$ cat src/rtl/mem_port_arbiter.sv
// Three-way arbiter sharing one single-port synchronous RAM between instruction fetch (0),
// data access (1) and the program loader (2); returns read data to the requester that issued it.
module mem_port_arbiter #(
   parameter int ADDR_W = 8,
   parameter int DATA_W = 16,
   parameter int RR_EN  = 1
) (
   input  logic                  clk,
   input  logic                  reset,
   input  logic [2:0]            req,
   input  logic [2:0]            we,
   input  logic [3*ADDR_W-1:0]   addr,
   input  logic [3*DATA_W-1:0]   wdata,
   input  logic                  lock,
   output logic [2:0]            gnt,
   output logic [2:0]            rvalid,
   output logic [DATA_W-1:0]     rdata,
   output logic                  mem_en,
   output logic                  mem_we,
   output logic [ADDR_W-1:0]     mem_adr,
   output logic [DATA_W-1:0]     mem_wdata,
   input  logic [DATA_W-1:0]     mem_rdata,
   output logic                  busy
);

   logic [2:0]          r_gnt;
   logic [2:0]          r_rd_pend;
   logic [2:0]          r_rvalid;
   logic [DATA_W-1:0]   r_rdata_hold;
   logic                r_mem_en;
   logic                r_mem_we;
   logic [ADDR_W-1:0]   r_mem_adr;
   logic [DATA_W-1:0]   r_mem_wdata;
   logic [1:0]          r_rr_ptr;
   logic                r_lock_owner;

   logic [2:0]          w_elig;
   logic [2:0]          w_win;
   logic [2:0]          w_rot;
   logic [2:0]          w_low;
   logic [1:0]          w_win_idx;
   logic [ADDR_W-1:0]   w_adr;
   logic [DATA_W-1:0]   w_wdata;

   function automatic logic [2:0] lowest_set(input logic [2:0] v);
      return v & (~v + 3'd1);
   endfunction

   // Last cycle's winner sits out one decision; a held lock shuts out fetch and data ports.
   assign w_elig = req & ~r_gnt & (r_lock_owner ? 3'b100 : 3'b111);

   // Winner selection: rotate eligibility so the search starts after the pointer.
   always_comb begin
      w_rot = 3'b000;
      w_low = 3'b000;
      w_win = 3'b000;
      if (RR_EN != 0) begin
         case (r_rr_ptr)
            2'd0: begin
               w_rot = {w_elig[0], w_elig[2], w_elig[1]};
               w_low = lowest_set(w_rot);
               w_win = {w_low[1], w_low[0], w_low[2]};
            end
            2'd1: begin
               w_rot = {w_elig[1], w_elig[0], w_elig[2]};
               w_low = lowest_set(w_rot);
               w_win = {w_low[0], w_low[2], w_low[1]};
            end
            default: begin
               w_rot = w_elig;
               w_low = lowest_set(w_rot);
               w_win = w_low;
            end
         endcase
      end else begin
         if (w_elig[2])      w_win = 3'b100;
         else if (w_elig[1]) w_win = 3'b010;
         else if (w_elig[0]) w_win = 3'b001;
         else                w_win = 3'b000;
      end
   end

   // Route the winner's address and write data toward the RAM port registers.
   always_comb begin
      w_win_idx = 2'd0;
      w_adr     = {ADDR_W{1'b0}};
      w_wdata   = {DATA_W{1'b0}};
      case (w_win)
         3'b001: begin
            w_win_idx = 2'd0;
            w_adr     = addr[0 +: ADDR_W];
            w_wdata   = wdata[0 +: DATA_W];
         end
         3'b010: begin
            w_win_idx = 2'd1;
            w_adr     = addr[ADDR_W +: ADDR_W];
            w_wdata   = wdata[DATA_W +: DATA_W];
         end
         3'b100: begin
            w_win_idx = 2'd2;
            w_adr     = addr[2*ADDR_W +: ADDR_W];
            w_wdata   = wdata[2*DATA_W +: DATA_W];
         end
         default: begin
            w_win_idx = 2'd0;
            w_adr     = {ADDR_W{1'b0}};
            w_wdata   = {DATA_W{1'b0}};
         end
      endcase
   end

   // Grant/RAM-port registers, read-return pipeline, rr pointer and loader lock.
   always_ff @(posedge clk or negedge reset) begin
      if (!reset) begin
         r_gnt        <= 3'b000;
         r_rd_pend    <= 3'b000;
         r_rvalid     <= 3'b000;
         r_rdata_hold <= {DATA_W{1'b0}};
         r_mem_en     <= 1'b0;
         r_mem_we     <= 1'b0;
         r_mem_adr    <= {ADDR_W{1'b0}};
         r_mem_wdata  <= {DATA_W{1'b0}};
         r_rr_ptr     <= 2'd2;
         r_lock_owner <= 1'b0;
      end else begin
         r_gnt     <= w_win;
         r_mem_en  <= |w_win;
         r_mem_we  <= |(w_win & we);
         r_rd_pend <= w_win & ~we;
         r_rvalid  <= r_rd_pend;
         if (|w_win) begin
            r_mem_adr   <= w_adr;
            r_mem_wdata <= w_wdata;
            r_rr_ptr    <= w_win_idx;
         end else begin
            r_mem_adr   <= r_mem_adr;
            r_mem_wdata <= r_mem_wdata;
            r_rr_ptr    <= r_rr_ptr;
         end
         if (|r_rvalid) r_rdata_hold <= mem_rdata;
         else           r_rdata_hold <= r_rdata_hold;
         if (!lock)          r_lock_owner <= 1'b0;
         else if (w_win[2])  r_lock_owner <= 1'b1;
         else                r_lock_owner <= r_lock_owner;
      end
   end

   // The RAM output is live only in the rvalid cycle; afterwards the captured copy is shown.
   assign rdata     = (|r_rvalid) ? mem_rdata : r_rdata_hold;
   assign gnt       = r_gnt;
   assign rvalid    = r_rvalid;
   assign mem_en    = r_mem_en;
   assign mem_we    = r_mem_we;
   assign mem_adr   = r_mem_adr;
   assign mem_wdata = r_mem_wdata;
   assign busy      = |(req & ~r_gnt);

endmodule

$ cat config.mk
export PLATFORM = sky130hd
export DESIGN_NAME = mem_port_arbiter
export DESIGN_NICKNAME = d
export VERILOG_FILES = /design/src/rtl/mem_port_arbiter.sv
export SDC_FILE = /design/constraint.sdc
export NUM_CORES = 1
export LEC_CHECK = 0
export BUFFER_PORTS_ARGS = -buffer_cell sky130_fd_sc_hd__buf_2
export CELL_PAD_IN_SITES_DETAIL_PLACEMENT = 0
export CELL_PAD_IN_SITES_GLOBAL_PLACEMENT = 1
export CORE_UTILIZATION = 32
export CTS_BUF_LIST = sky130_fd_sc_hd__clkbuf_16
export CTS_CLUSTER_SIZE = 12
export DETAILED_ROUTE_END_ITERATION = 8
export GPL_TIMING_DRIVEN = 0
export HOLD_SLACK_MARGIN = 0.12
export PLACE_DENSITY = 0.89
export RECOVER_POWER = 100
export SYNTH_ARGS = -nofsm -noshare
export SYNTH_HDL_FRONTEND = slang
export SYNTH_SLANG_ARGS = --single-unit
$ cat constraint.sdc
create_clock -name clk -period 2.07 [get_ports clk]
set_input_delay 0.207 -clock clk [delete_from_list [all_inputs] [get_ports clk]]
set_output_delay 0.207 -clock clk [all_outputs]
set_load 0.03 [all_outputs]
### Yosys cells after proc, flatten, opt, wreduce, memory -nomap -nowiden

Cells that the tools add are included.

* logic and storage cells: 43
* output and inout port bits: 49
* bits in registers: 54

* $add $sub $neg: 3
* equal/unequal tests: 5
* mux-type cells: 8
* bitwise gates (word level): 12
* reductions and logical operators: 5

Operator list (number)
* 16-bit one-hot mux with 3 select lines: 1
* 8-bit one-hot mux with 3 select lines: 1
* 3-bit AND: 7
* 16-bit two-way mux: 1
* 3-bit NOT: 5
* 3-bit OR reduction: 4
* 3-bit by 1-bit adder with 3-bit output, second input constant: 3
* 3-bit one-hot mux with 2 select lines: 1
* 2-bit one-hot mux with 2 select lines: 1
* 3-bit by 1-bit equality test with 1-bit output, second input constant: 1
* 3-bit by 2-bit equality test with 1-bit output, second input constant: 1
* 3-bit equality test, second input constant: 1
* 2-bit by 1-bit equality test with 1-bit output, second input constant: 1
* 2-bit logical NOT: 1
* 1-bit two-way mux: 2
* 2-bit two-way mux: 1
* 2-bit by 1-bit != test with 1-bit output, second input constant: 1

### Logic depth before layout (Yosys ltp)

* depth after elaboration: 9
* depth in mapped cells: 6
* depth with buffers taken out: 4

### Worst setup path before layout

Ideal clock, no wire load.

* path type: register to output
* from: reg r_rvalid[1], in the netlist rvalid[1]
* to: out rdata[10]
* arrival time: 1620 ps
* stages on the path, launching flop included: 4
* path slack: 243 ps
* path through: dfrtp_1 > nor3_2 > buf_2 > mux2_2

* word-level cells in the longest chain between the ends: 2

Ends and longest elaborated chain
* from (decl): RTL line 28 `logic [2:0] r_rvalid;`
* from (signal assigned): RTL line 130 `r_rvalid <= r_rd_pend;`
* 3-bit OR reduction: RTL line 149 `assign rdata = (|r_rvalid) ? mem_rdata : r_rdata_hold;`
* 16-bit two-way mux
* to (decl): RTL line 17 `output logic [DATA_W-1:0] rdata,`

No other way between the ends.

### Final worst setup path

* from: reg r_rvalid[2], in the netlist rvalid[2]
* to: out rdata[8]

Same word-level chain as after synthesis.

==> summary.txt <==
Clock tree
  • CTS H-Tree Depth: 2
  • CTS tree: built
  • Skew-Pair Late Insertion Delay: 0.28 ns
  • Clk buf depth: 2
  • Clock tree sinks: 54
  • CTS clk-pin slew, worst paths: 0.07 ns
  • Root buffer cell: clkbuf_16
  • Total CTS buffers: 5

STA
  • Final hold vios: 0
  • Unrepaired setup endpoints after global routing: no
  • Setup ws final: 0.1117 ns
  • Crit path time final: 1.958 ns
  • Worst-margin pin slew: 1.303 ns
  • Final Cycle Share: 94.60%
  • Setup TNS: 0 ns
  • Slew headroom: 13.11%
  • Max Clock Freq: 510.7 MHz
  • Fin. max-slew vios: 0
  • Final setup vio count: 0
  • Setup Skew: 0.006149 ns

Setup path
  • Slack of the worst reg-to-reg path: 0.13 ns
  • Crit-path max FO: 10
  • Critical Path AT: 1.75 ns
  • R2R cell count: 4
  • CP endpoint kind: output port
  • Startpoint Class: register
  • CP required: 1.86 ns
  • Crit path kind: register to output port

Cells and area
  • Commonest cells after routing, fill and taps aside: buf_2 (98), dfrtp_1 (53), clkbuf_1 (34), a22o_1 (25), a221o_1 (24)
  • Area grow syn2layout: 43.58%
  • Core Util, Final: 48.79%
  • Layout cells sized above 1: 47.00%
  • # diodes: 0
  • # nets final: 413
  • Sequential cell area: 0.001353 sq mm
  • Commonest non-fill, non-tap cell in the layout: buf_2
  • Finished Layout Cells: 413
  • Fillcell total: 646
  • Multi-input logic area: 912.1 sq um

Global route
  • Met1 Usage GRT: 20.57%
  • Congestion Overflow GR: 0
  • Largest net degree at the start of global routing: 55
  • GRT met2 Usage: 27.91%
  • Vias in the first global route: 2,005
  • Initial antenna violation count: 0
  • Met3 Usage GRT: 4.430%
  • First-pass GRT wire length: 9680 microns
  • Total Routing Usage GR: 16.42%
  • Top Usage Layer GRT: met2

Synthesis
  • Cell variety after synth: 30
  • Synth warnings: 0
  • Yosys reg bits: 54
  • Syn Nets: 255
  • Syn Inst Count: 158
  • Syn Area/Cell: 14.94 sq um
  • Post-Syn Area: 0.002360 sq mm
  • Sequential area share after synthesis: 57.32%

Detailed routing
  • DR vias: 2,030
  • Total Wirelength: 6288 microns
  • Residual DRC: 0
  • Via/cell ratio: 4.915
  • Initial drt markers: 58
  • Final ANT Viol Nets: 0
  • Pre-Repair DR Iteration Count: 4
  • WL per Instance: 15.23 microns

Worst hold path
  • Hold Path Depth: 2
  • Class of the worst hold path: input pin to register

Placed design
  • DP Wirelength: 4747 microns
  • Pre-CTS setup slack: 0.1431 ns
  • Port Buffer Count: 145
  • Cell count after placement: 399
  • Routability cong.: 0.8283

Die
  • Core Area: 0.006944 sq mm
  • Total die area: 0.007722 sq mm
  • Die width: 87.88 microns
  • Initial Util: 33.98%
  • Die height: 87.88 microns
  • Ports: 146
  • Row Count: 30

Flow run
  • Max-cap violations: 0

Power
  • Leakage: 0.001641 uW
  • Worst VDD drop: 0.6631 mV
  • Power per cell area: 1651 mW/mm^2

Status
  • Outcome: finished clean
kinds of logic (layout without fill, tap and decap cells):
family	after synthesis	after routing	share of synthesized area, %
compound gates	55	55	21.37
flops	54	54	57.32
simple gates	21	21	9.385
mux	16	16	7.635
buf+inv	12	171	4.295
path summary, 6_finish.rpt:
path                                    from         endpoint
worst max-delay path               rvalid[2]         rdata[8]
worst min-delay path                    lock     r_lock_owner
worst max register to register   r_rr_ptr[1]    mem_wdata[10]
worst min register to register  r_rd_pend[1]        rvalid[1]
max in group asynchronous              reset     mem_wdata[1]
min in group asynchronous              reset  r_rdata_hold[0]
per-layer routing:
layer  part of all wire (%)  routed length, microns
met1                     44                    2789
met5                      0                       0
met3                    7.1                     445
met2                     47                    2971
met4                    1.3                      82
cell type report:
cell class	count	area share, %
inverter	2	0.2216
clock inverter	3	1.219
timing repair buffer	151	21.64
multi-input combinational	92	26.92
clock buffer	5	3.693
sequential	54	39.92
tap	96	3.545
buffer	10	2.843
what timing repair did:
item	4_1_cts	5_1_grt
hold endpoints to repair	3	0
setup buffers	0	3
setup endpoints to repair	10	10
hold buffers	3	0
resized for setup	2	0
pin swaps	0	1
through the flow:
stage	hold WS [ns]	total power, uW	instance area (sq um)
after floorplan	-0.08859	3921	2360
after global routing	0.1313	5931	3388
after CTS	0.1305	5729	3411
after detailed placement	0.3347	4771	3206
after global placement	0.3317	4718	3206
final	0.1310	5594	3388
power breakdown:
part	total, uW	internal [uW]	switching [uW]
sequential	1820	1530	287
combinational	2860	1060	1800
clock	916	566	350
total	5590	3150	2440
sequential cells by signal (all words and copies together), names as in the netlist:
register / flops
r_rd_pend: 3
r_lock_owner: 1
mem_we: 1
gnt: 3
mem_adr: 8
mem_wdata: 16
r_rdata_hold: 16
mem_en: 1
rvalid: 3
r_rr_ptr: 2
synthesized netlist by cell type, drive strengths merged:
library cell	number	share of area, %
nor4	2	1.2
dfrtp	53	56
nor3b	3	1.6
nand2b	1	0.27
a221o	24	10
or3b	1	0.37
nor4b	2	1.6
and2	1	0.27
a21o	2	0.64
a211o	1	0.37
o22ai	1	0.27
o31ai	1	0.32
a22o	25	9.3
inv	2	0.32
nor4bb	2	1.1
buf	10	4.0
o21a	1	0.32
mux2	16	7.6
nand2	1	0.16
nor2	1	0.16
nor3	3	1.5
dfstp	1	1.1
nor2b	4	1.1
worst max-delay path, stage by stage, from the launching register on:
cell and delay (ns):
dfrtp_1 0.41, nor3_4 0.28, buf_4 0.23, mux2_1 0.36
clkbuf_2 0.19
Note: power is estimated with default switching activity, not from simulation.
